<file path="src/rtl/signed_solve_v.sv">
// signed_solve_v
// Exhaustive inverse of the signed 6X-11Y calculator.
// A signed target F is captured on start. Every signed W_IN-bit pair (X, Y)
// is then tried, one per cycle. X is the outer loop and Y the inner loop,
// both ascending. Each pair with 6X - 11Y == F is offered over a
// valid/ready handshake. The run ends with a one-cycle done pulse, and the
// count of accepted results is presented alongside it.
//
// Optional feature macro: SIGNED_SOLVE_FIRST_ONLY_EN
//   When defined, the run ends right after the first accepted result.
//   A run without any match still scans every candidate.
//
// Ports:
//   i_clk     rising-edge clock
//   i_rst_n   asynchronous active-low reset
//   i_start   start request, only honoured in IDLE
//   i_fs      signed target F (W_IN+4 bits), captured with i_start
//   i_ready   consumer accepts the presented result
//   o_valid   o_xs/o_ys hold a solution
//   o_xs      signed X of the solution
//   o_ys      signed Y of the solution
//   o_busy    high whenever not IDLE
//   o_done    one-cycle pulse at the end of the run
//   o_count   accepted results in this run, saturating at 255
module signed_solve_v #(
    parameter int W_IN = 5
) (
    input  logic              i_clk,
    input  logic              i_rst_n,
    input  logic              i_start,
    input  logic [W_IN+3:0]   i_fs,
    input  logic              i_ready,
    output logic              o_valid,
    output logic [W_IN-1:0]   o_xs,
    output logic [W_IN-1:0]   o_ys,
    output logic              o_busy,
    output logic              o_done,
    output logic [7:0]        o_count
);

    typedef enum logic [1:0] {
        IDLE   = 2'd0,
        SEARCH = 2'd1,
        RESP   = 2'd2,
        DONE   = 2'd3
    } state_t;

    localparam int VW = W_IN + 5;
    localparam logic [W_IN-1:0] MIN_V = {1'b1, {(W_IN-1){1'b0}}};
    localparam logic [W_IN-1:0] MAX_V = {1'b0, {(W_IN-1){1'b1}}};

    state_t          state;
    state_t          state_nxt;
    logic [W_IN+3:0] target;
    logic [W_IN-1:0] x;
    logic [W_IN-1:0] y;
    logic [W_IN-1:0] x_nxt;
    logic [W_IN-1:0] y_nxt;
    logic [VW-1:0]   x_ext;
    logic [VW-1:0]   y_ext;
    logic [VW-1:0]   t_ext;
    logic [VW-1:0]   value;
    logic            match;
    logic            last;
    logic            accept;

    // The candidate value is formed at W_IN+5 bits, which is wide enough
    // that 6x - 11y never wraps. A target that lies outside the W_IN+4-bit
    // range therefore cannot produce a false match.
    always_comb begin
        x_ext = {{5{x[W_IN-1]}}, x};
        y_ext = {{5{y[W_IN-1]}}, y};
        t_ext = {target[W_IN+3], target};
        value = ((x_ext << 2) + (x_ext << 1))
              - ((y_ext << 3) + (y_ext << 1) + y_ext);
        match = (value == t_ext);
        last  = (x == MAX_V) && (y == MAX_V);
    end

    // Advance the scan: Y sweeps fastest, and X steps when Y wraps.
    always_comb begin
        x_nxt = x;
        y_nxt = y + 1'b1;
        if (y == MAX_V) begin
            y_nxt = MIN_V;
            x_nxt = x + 1'b1;
        end
    end

    assign accept = (state == RESP) && i_ready;

    // State register
    always_ff @(posedge i_clk or negedge i_rst_n) begin
        if (!i_rst_n) begin
            state <= IDLE;
        end else begin
            state <= state_nxt;
        end
    end

    // Next-state logic
    always_comb begin
        state_nxt = state;
        case (state)
            IDLE: begin
                if (i_start) state_nxt = SEARCH;
            end
            SEARCH: begin
                if (match)     state_nxt = RESP;
                else if (last) state_nxt = DONE;
            end
            RESP: begin
                if (i_ready) begin
`ifdef SIGNED_SOLVE_FIRST_ONLY_EN
                    state_nxt = DONE;
`else
                    state_nxt = last ? DONE : SEARCH;
`endif
                end
            end
            DONE: begin
                state_nxt = IDLE;
            end
            default: state_nxt = IDLE;
        endcase
    end

    // Output decode
    always_comb begin
        o_busy = (state != IDLE);
        o_done = (state == DONE);
    end

    // Datapath. The scan counter holds on a match, so the matching pair is
    // still current while the result waits in RESP. It steps only once the
    // result is accepted.
    always_ff @(posedge i_clk or negedge i_rst_n) begin
        if (!i_rst_n) begin
            target  <= '0;
            x       <= MIN_V;
            y       <= MIN_V;
            o_valid <= 1'b0;
            o_xs    <= '0;
            o_ys    <= '0;
            o_count <= '0;
        end else begin
            if (state == IDLE && i_start) begin
                target  <= i_fs;
                x       <= MIN_V;
                y       <= MIN_V;
                o_count <= '0;
            end else if (state == SEARCH) begin
                if (match) begin
                    o_xs    <= x;
                    o_ys    <= y;
                    o_valid <= 1'b1;
                end else begin
                    x <= x_nxt;
                    y <= y_nxt;
                end
            end else if (accept) begin
                o_valid <= 1'b0;
                x       <= x_nxt;
                y       <= y_nxt;
                if (o_count != 8'hFF) o_count <= o_count + 8'd1;
            end
        end
    end

endmodule

</file>
<file path="config.mk">
export PLATFORM = sky130hd
export DESIGN_NAME = signed_solve_v
export DESIGN_NICKNAME = d
export VERILOG_FILES = /design/src/rtl/signed_solve_v.sv
export SDC_FILE = /design/constraint.sdc
export NUM_CORES = 1
export LEC_CHECK = 0
export CORE_MARGIN = 1.5
export CORE_UTILIZATION = 50
export DETAILED_ROUTE_END_ITERATION = 12
export PLACE_DENSITY = 0.76
export SLEW_MARGIN = 20
export SYNTH_ARGS = -nofsm -noshare
export SYNTH_HDL_FRONTEND = slang
export SYNTH_SLANG_ARGS = --single-unit
</file>
<file path="constraint.sdc">
create_clock -name i_clk -period 3.9 [get_ports i_clk]
set_input_delay 0.39 -clock i_clk [delete_from_list [all_inputs] [get_ports i_clk]]
set_output_delay 0.39 -clock i_clk [all_outputs]
set_load 0.01 [all_outputs]
</file>
==> results by group, run 1 <==
Synthesis
  • Mux share of post-synthesis cell area: 0.0679
  • Top cells by area, synth: dfrtp_1, ha_1, nand2_1
  • Compound-cell area share of the yosys netlist: 0.130
  • Synth Area in Simple Gates: 0.149
  • Synth top area share: 0.356
  • Mapped cell area: 2670 sq um
  • Post-synthesis xor/xnor area fraction: 0.0655
  • Top FF cell, synth: dfrtp_1
  • Distinct cells, synth: 46
  • Yosys top cell by area: dfrtp_1
  • Net Count, Synth: between 300 and 400
  • Syn avg cell area: roughly 9.7 sq um
  • Largest family of logic cells by synthesized area: adder cells
  • Adder-cell share of the synthesized area: 0.153
  • Cells after Synth: approximately 280
  • Post-synth EDFFs: 0
  • Synth async-reset ratio: 1.00
  • #FFs+latches synth: 40
  • Syn. warnings: 0
  • Post-synthesis sequential area ratio: 0.375

Timing
  • Max Freq: between 200 and 250 MHz
  • Final Max Slew Viols: 0
  • Slew headroom: 0.412
  • Worst Clk Skew: ~0.0076 ns
  • Period utilization: 1.04
  • WHS: 0.204 ns
  • Worst-margin pin slew: roughly 0.88 ns
  • RSZ-0062 raised after global routing: yes
  • Crit path time final: 4.07 ns
  • Fin. Hold Viols: 0
  • Final setup fails: 20
  • Final setup margin: -0.170 ns

Detailed routing
  • DR pass1 iterations: 4
  • Vias/cell: around 5.3
  • Post-Route WL: between 6000 and 7000 microns
  • Iter 0 DRT Violations: 95
  • DRC errors left: 0
  • Post-route ant nets: 0
  • Avg WL per Cell: 15.2 microns
  • Vias: 2,209

Finish
  • Most common cell after layout, fill and taps aside: nand2_1
  • Fillers: between 300 and 400
  • Most frequent cells in the layout: nand2_1, dfrtp_1, clkdlybuf4s50_1, inv_1, buf_4
  • # diodes: 0
  • Final Core Density: 0.704
  • Share of cells above drive strength 1: 0.262
  • # nets final: between 300 and 400
  • Final std cells w/o fill: between 400 and 500
  • Synth-to-layout area growth: 35.4%

Place
  • Pre-CTS setup slack: -0.229 ns
  • Post-DP HPWL: about 4300 microns
  • RePlAce Congestion: a little under 0.9
  • IO Port Bufs: 33
  • Cells after DPL: 401

Global routing
  • All-Layer GR Usage: 0.227
  • Grt ovf: 0
  • Largest net degree at the start of global routing: between 40 and 50
  • Vias in the first global route: between 2,000 and 2,500
  • Global-route wire length before repair: a little over 10,000 microns
  • Antenna violations before repair: 0

Die
  • Core Area: around 5000 sq um
  • Chip height: ~76 microns
  • IO Pins: 34
  • Rows: 26
  • Starting Density: 0.520
  • Die W: 76.1 microns
  • Die area: around 5800 sq um

Worst setup path
  • Slowest CP cell: a2111oi_4
  • Top cell by count, worst path: inv_1
  • Crit path to: o_ys[3]$_DFFE_PN0P_
  • CP startpoint: x[1]$_DFFE_PN0P_
  • Critical R2R Launch: x[1]$_DFFE_PN0P_
  • Critical path's top delay family: compound AO/OA/AOI/OAI gates
  • CP endpoint kind: register
  • Cell Chain, Critical Path: buf_4 -> ha_4 -> inv_1 -> fa_2 -> inv_1 -> a21o_1 -> a21oi_1 -> fa_1 -> inv_1 -> ha_1 -> nand2_1 -> nor2_2 -> a211oi_2 -> nand4_1 -> a2111oi_4 -> and2_4 -> nand2b_4 -> mux2_4
  • Max FO, Critical Path: 5
  • Slowest stage delay, CP: about 0.51 ns
  • Worst Path Arrival: 4.26 ns
  • R2R setup slack: -0.17 ns
  • RR Endpoint: o_ys[3]$_DFFE_PN0P_
  • Crit. path cell count: 18
  • Startpoint types: register
  • Worst path required time: 4.08 ns
  • CP Class: reg2reg
  • Critical path buffers and inverters: 4
  • Reg2reg path depth: 18

Clock tree
  • H-tree depth: 2
  • Clock Latency Late Sink: approximately 0.3 ns
  • Sink Count: 40
  • TritonCTS clock tree: built
  • # hold bufs at CTS: 0
  • Root buffer cell: clkbuf_8
  • TritonCTS buffer count: 5
  • Longest Clk Path Bufs: 2
  • Reg clk slew, reported paths: 0.08 ns

Status
  • Result of the run: finished, violations left
  • Failing checks: setup timing

Worst hold path
  • Hold Crit Class: in2async

Job
  • Max Cap Violations: 0
==> final cells by class <==
class / count / area [sq um] / area share
Clock inverter: 2 / 38.8 / 0.0107
Tap cell: 70 / 87.6 / 0.0242
Timing Repair Buffer: 65 / 581 / 0.160
Clock buffer: 6 / 82.6 / 0.0228
Multi-Input combinational cell: 198 / 1700 / 0.470
Sequential cell: 40 / 1000 / 0.278
Inverter: 33 / 124 / 0.0342
==> worst min path at each step <==
stage                           from                     end  slack (ns)  depth (start not counted)
2_1_floorplan                i_rst_n  o_count[0]$_DFFE_PN0P_        0.09                          0
3_3_place_gp   target[7]$_DFFE_PN0P_   target[7]$_DFFE_PN0P_        0.48                          2
3_5_place_dp   target[1]$_DFFE_PN0P_   target[1]$_DFFE_PN0P_        0.48                          2
4_1_cts                      i_rst_n   target[3]$_DFFE_PN0P_        0.24                          1
5_1_grt                      i_rst_n     o_ys[1]$_DFFE_PN0P_        0.30                          1
6_report                     i_rst_n   target[3]$_DFFE_PN0P_        0.20                          1
==> cell usage after synthesis, types with 2 or more instances <==
cell type  count
o2111ai_1      2
dfstp_2        2
nand4_1        3
mux2_4        10
ha_1          20
a211oi_1       3
and3_1         2
nor2_1        13
and2_1         4
clkbuf_1       5
xnor2_1       11
o21ai_0       13
xor2_1         9
inv_1         33
dfrtp_1       38
nand2b_1       3
or3_1          3
a21oi_1       16
a31oi_1        2
nand2_1       43
nand3_1        5
mux2i_1        2
fa_1           8
o211ai_1       2
a21o_1         4
==> per-stage QoR <==
step	setup TNS (ns)	cell area, sq um
2_1_floorplan	0	2720
3_3_place_gp	-1.21	3300
3_5_place_dp	-2.72	3300
4_1_cts	-0.652	3530
5_1_grt	-5.63	3620
6_report	-2.44	3620
==> per-layer routing <==
metal / wire, microns / vias up / GRT usage
met5: 0 / - / 0
met4: 145 / 0 / 0.0981
met3: 257 / 14 / 0.0395
met2: 3130 / 65 / 0.386
met1: 2740 / 1073 / 0.286
li1: - / 1057 / -
==> registers in the layout, summed over array words and instances (netlist names) <==
register  flops
x             5
o_xs          5
o_valid       1
y             5
target        9
o_ys          5
state         2
o_count       8
==> what timing repair did <==
item | CTS | global route
pin swaps | 9 | 17
setup endpoints to repair | 19 | 22
gates resized for setup | 17 | 15
buffers inserted | 1 | 3
gates cloned | 1 | 0
==> logic make-up after synthesis <==
kind of cell | Yosys count
AND/OR/NAND/NOR | 85
flip-flops | 40
AO/OA/AOI/OAI | 51
multiplexers | 13
XOR/XNOR | 20
buffers and inverters | 40
adder cells (fa/ha/maj) | 28
Power of run 1 is not shown: default switching activity piles up to over one toggle a cycle in this logic, so the estimate is an artifact.
==> run 2, diff against run 1 <==
--- a/config.mk
+++ b/config.mk
@@ -6,9 +6,9 @@
 export NUM_CORES = 1
 export LEC_CHECK = 0
 export CORE_MARGIN = 1.5
-export CORE_UTILIZATION = 50
+export CORE_UTILIZATION = 38
 export DETAILED_ROUTE_END_ITERATION = 12
-export PLACE_DENSITY = 0.76
+export PLACE_DENSITY = 0.72
 export SLEW_MARGIN = 20
 export SYNTH_ARGS = -nofsm -noshare
 export SYNTH_HDL_FRONTEND = slang
==> run 2 against run 1 <==
Compared with the run above: the flow still finishes with violations (setup timing); clock-buffer cell count unchanged; die area is 30% higher; final cell count rose by 8.2%; cell area up 3.6%.
==> results by group, run 2 (same netlist as run 1, synthesis figures left out) <==
Clock tree
  • H-tree depth: 2 (unchanged)
  • TritonCTS buffer count: 5 (unchanged)
  • Reg clk slew, reported paths: 0.08 ns (about the same)
  • Root buffer cell: clkbuf_8
  • Longest Clk Path Bufs: 2 (unchanged)
  • TritonCTS clock tree: built
  • Clock Latency Late Sink: 0.30 ns (about the same)
  • Sink Count: 40 (unchanged)

Job
  • Max Cap Violations: 0 (unchanged)

Finish
  • Synth-to-layout area growth: 40.2%
  • Biggest regs: target x9, o_count x8
  • Fillers: 594 (+50%)
  • Final Core Density: 0.552 (-0.152)
  • Most common cell after layout, fill and taps aside: nand2_1
  • # nets final: 392 (+2.1%)
  • Final std cells w/o fill: 448 (+8.2%)
  • Largest register FFs: 9 (unchanged)
  • # diodes: 0 (unchanged)
  • Largest register by flop count: target
  • Most frequent cells in the layout: nand2_1, dfrtp_1, buf_4, clkdlybuf4s50_1, inv_1
  • Share of cells above drive strength 1: 0.301 (+0.0395)

Die
  • Die W: 86.9 microns (+14%)
  • Rows: 30 (+15%)
  • IO Pins: 34 (unchanged)
  • Chip height: 86.9 microns (+14%)
  • Die area: 7550 sq um (+30%)
  • Core Area: 6790 sq um (+32%)
  • Starting Density: 0.394 (-0.127)

Global routing
  • Largest net degree at the start of global routing: 41 (unchanged)
  • Vias in the first global route: 2,325 (+4.3%)
  • Grt ovf: 0 (unchanged)
  • All-Layer GR Usage: 0.187 (-0.0401)
  • Antenna violations before repair: 0 (unchanged)
  • Global-route wire length before repair: 10,900 microns (+4.6%)

Timing
  • RSZ-0062 raised after global routing: yes
  • Period utilization: 1.04 (-0.00604)
  • Slew headroom: 0.383 (-0.0298)
  • Worst-margin pin slew: 0.926 ns (+0.0448 ns)
  • Worst Clk Skew: 0.00578 ns (-0.00185 ns)
  • Fin. Hold Viols: 0 (unchanged)
  • Final Max Slew Viols: 0 (unchanged)
  • Final setup margin: -0.147 ns (+0.0236 ns)
  • Max Freq: 247 MHz (+0.58%)
  • Crit path time final: 4.05 ns (-0.0236 ns)
  • Final setup fails: 20 (unchanged)

Status
  • Failing checks: setup timing
  • Result of the run: finished, violations left

Place
  • Cells after DPL: 431 (+7.5%)
  • RePlAce Congestion: 0.871 (+0.75%)
  • IO Port Bufs: 33 (unchanged)
  • Post-DP HPWL: 4550 microns (+5.6%)

Detailed routing
  • Iter 0 DRT Violations: 72 (-24%)
  • DRC errors left: 0 (unchanged)
  • Vias/cell: 4.96 (-7.0%)
  • Post-route ant nets: 0 (unchanged)
  • DR pass1 iterations: 4 (unchanged)
  • Avg WL per Cell: 14.4 microns (-4.7%)
  • Post-Route WL: 6470 microns (+3.1%)
  • Vias: 2,222 (+0.59%)

Worst setup path
  • Worst path required time: 4.08 ns (about the same)
  • Startpoint types: register
  • CP endpoint kind: register
  • CP Class: reg2reg
  • Max FO, Critical Path: 5 (unchanged)
  • Worst Path Arrival: 4.23 ns (-0.03 ns)

Worst hold path
  • Hold Crit Class: in2async
==> run 2: final cells by class <==
| class | instances | area (sq um) | share of cell area |
|---|---|---|---|
| Tap cell | 96 | 120 | 0.0320 |
| Clock inverter | 2 | 35.0 | 0.00934 |
| Sequential cell | 40 | 1010 | 0.268 |
| Inverter | 33 | 124 | 0.0330 |
| Multi-Input combinational cell | 198 | 1740 | 0.465 |
| Timing Repair Buffer | 73 | 648 | 0.173 |
| Clock buffer | 6 | 72.6 | 0.0194 |
==> run 2: metrics by stage <==
stage          worst slack [ns]  area, sq um  hold slack, ns  TNS (ns)
2_1_floorplan           0.00111         2720          0.0944         0
3_3_place_gp             -0.168         3370           0.481     -1.72
3_5_place_dp             -0.230         3370           0.483     -3.52
4_1_cts                  -0.144         3590           0.260     -1.90
5_1_grt                  -0.313         3750           0.298     -5.50
6_report                 -0.147         3750           0.232     -1.92
==> run 2: path summary, 6_finish.rpt <==
kind                                            start                     to  slack (ns)  depth (start not counted)
min in group i_clk              target[2]$_DFFE_PN0P_  target[2]$_DFFE_PN0P_        0.50                          2
worst min register to register  target[2]$_DFFE_PN0P_  target[2]$_DFFE_PN0P_        0.50                          2
worst max-delay path                 y[2]$_DFFE_PN0P_    o_xs[1]$_DFFE_PN0P_       -0.15                         15
worst min-delay path                          i_rst_n    o_ys[3]$_DFFE_PN0P_        0.23                          1
max in group asynchronous                     i_rst_n       x[2]$_DFFE_PN0P_        3.04                          1
worst max register to register       y[2]$_DFFE_PN0P_    o_xs[1]$_DFFE_PN0P_       -0.15                         15
==> run 2: critical path: stages, from the launching register on <==
cell and delay [ns]:
dfrtp_2 0.41, inv_1 0.07, fa_1 0.53, inv_1 0.06
fa_1 0.55, inv_1 0.05, ha_1 0.35, o211ai_1 0.17
o21bai_4 0.12, a211oi_2 0.27, nand4_1 0.19, a2111oi_4 0.39
buf_6 0.17, and2_4 0.19, nand2b_4 0.11, mux2_4 0.31
==> run 2: routing by layer <==
metal	routed length (microns)	up-vias	track usage
met2	3440	52	0.341
met3	187	10	0.0322
met4	93	0	0.0528
li1	-	1070	-
met1	2750	1090	0.226
met5	0	-	0
==> run 2: what timing repair did <==
action,4_1_cts,5_1_grt
cloned,1,0
hold buffers,0,0
pin swaps,20,21
buffers inserted,3,5
resized for setup,17,30
endpoints found under the setup margin,21,23
Power of run 2 is left out for the same reason.
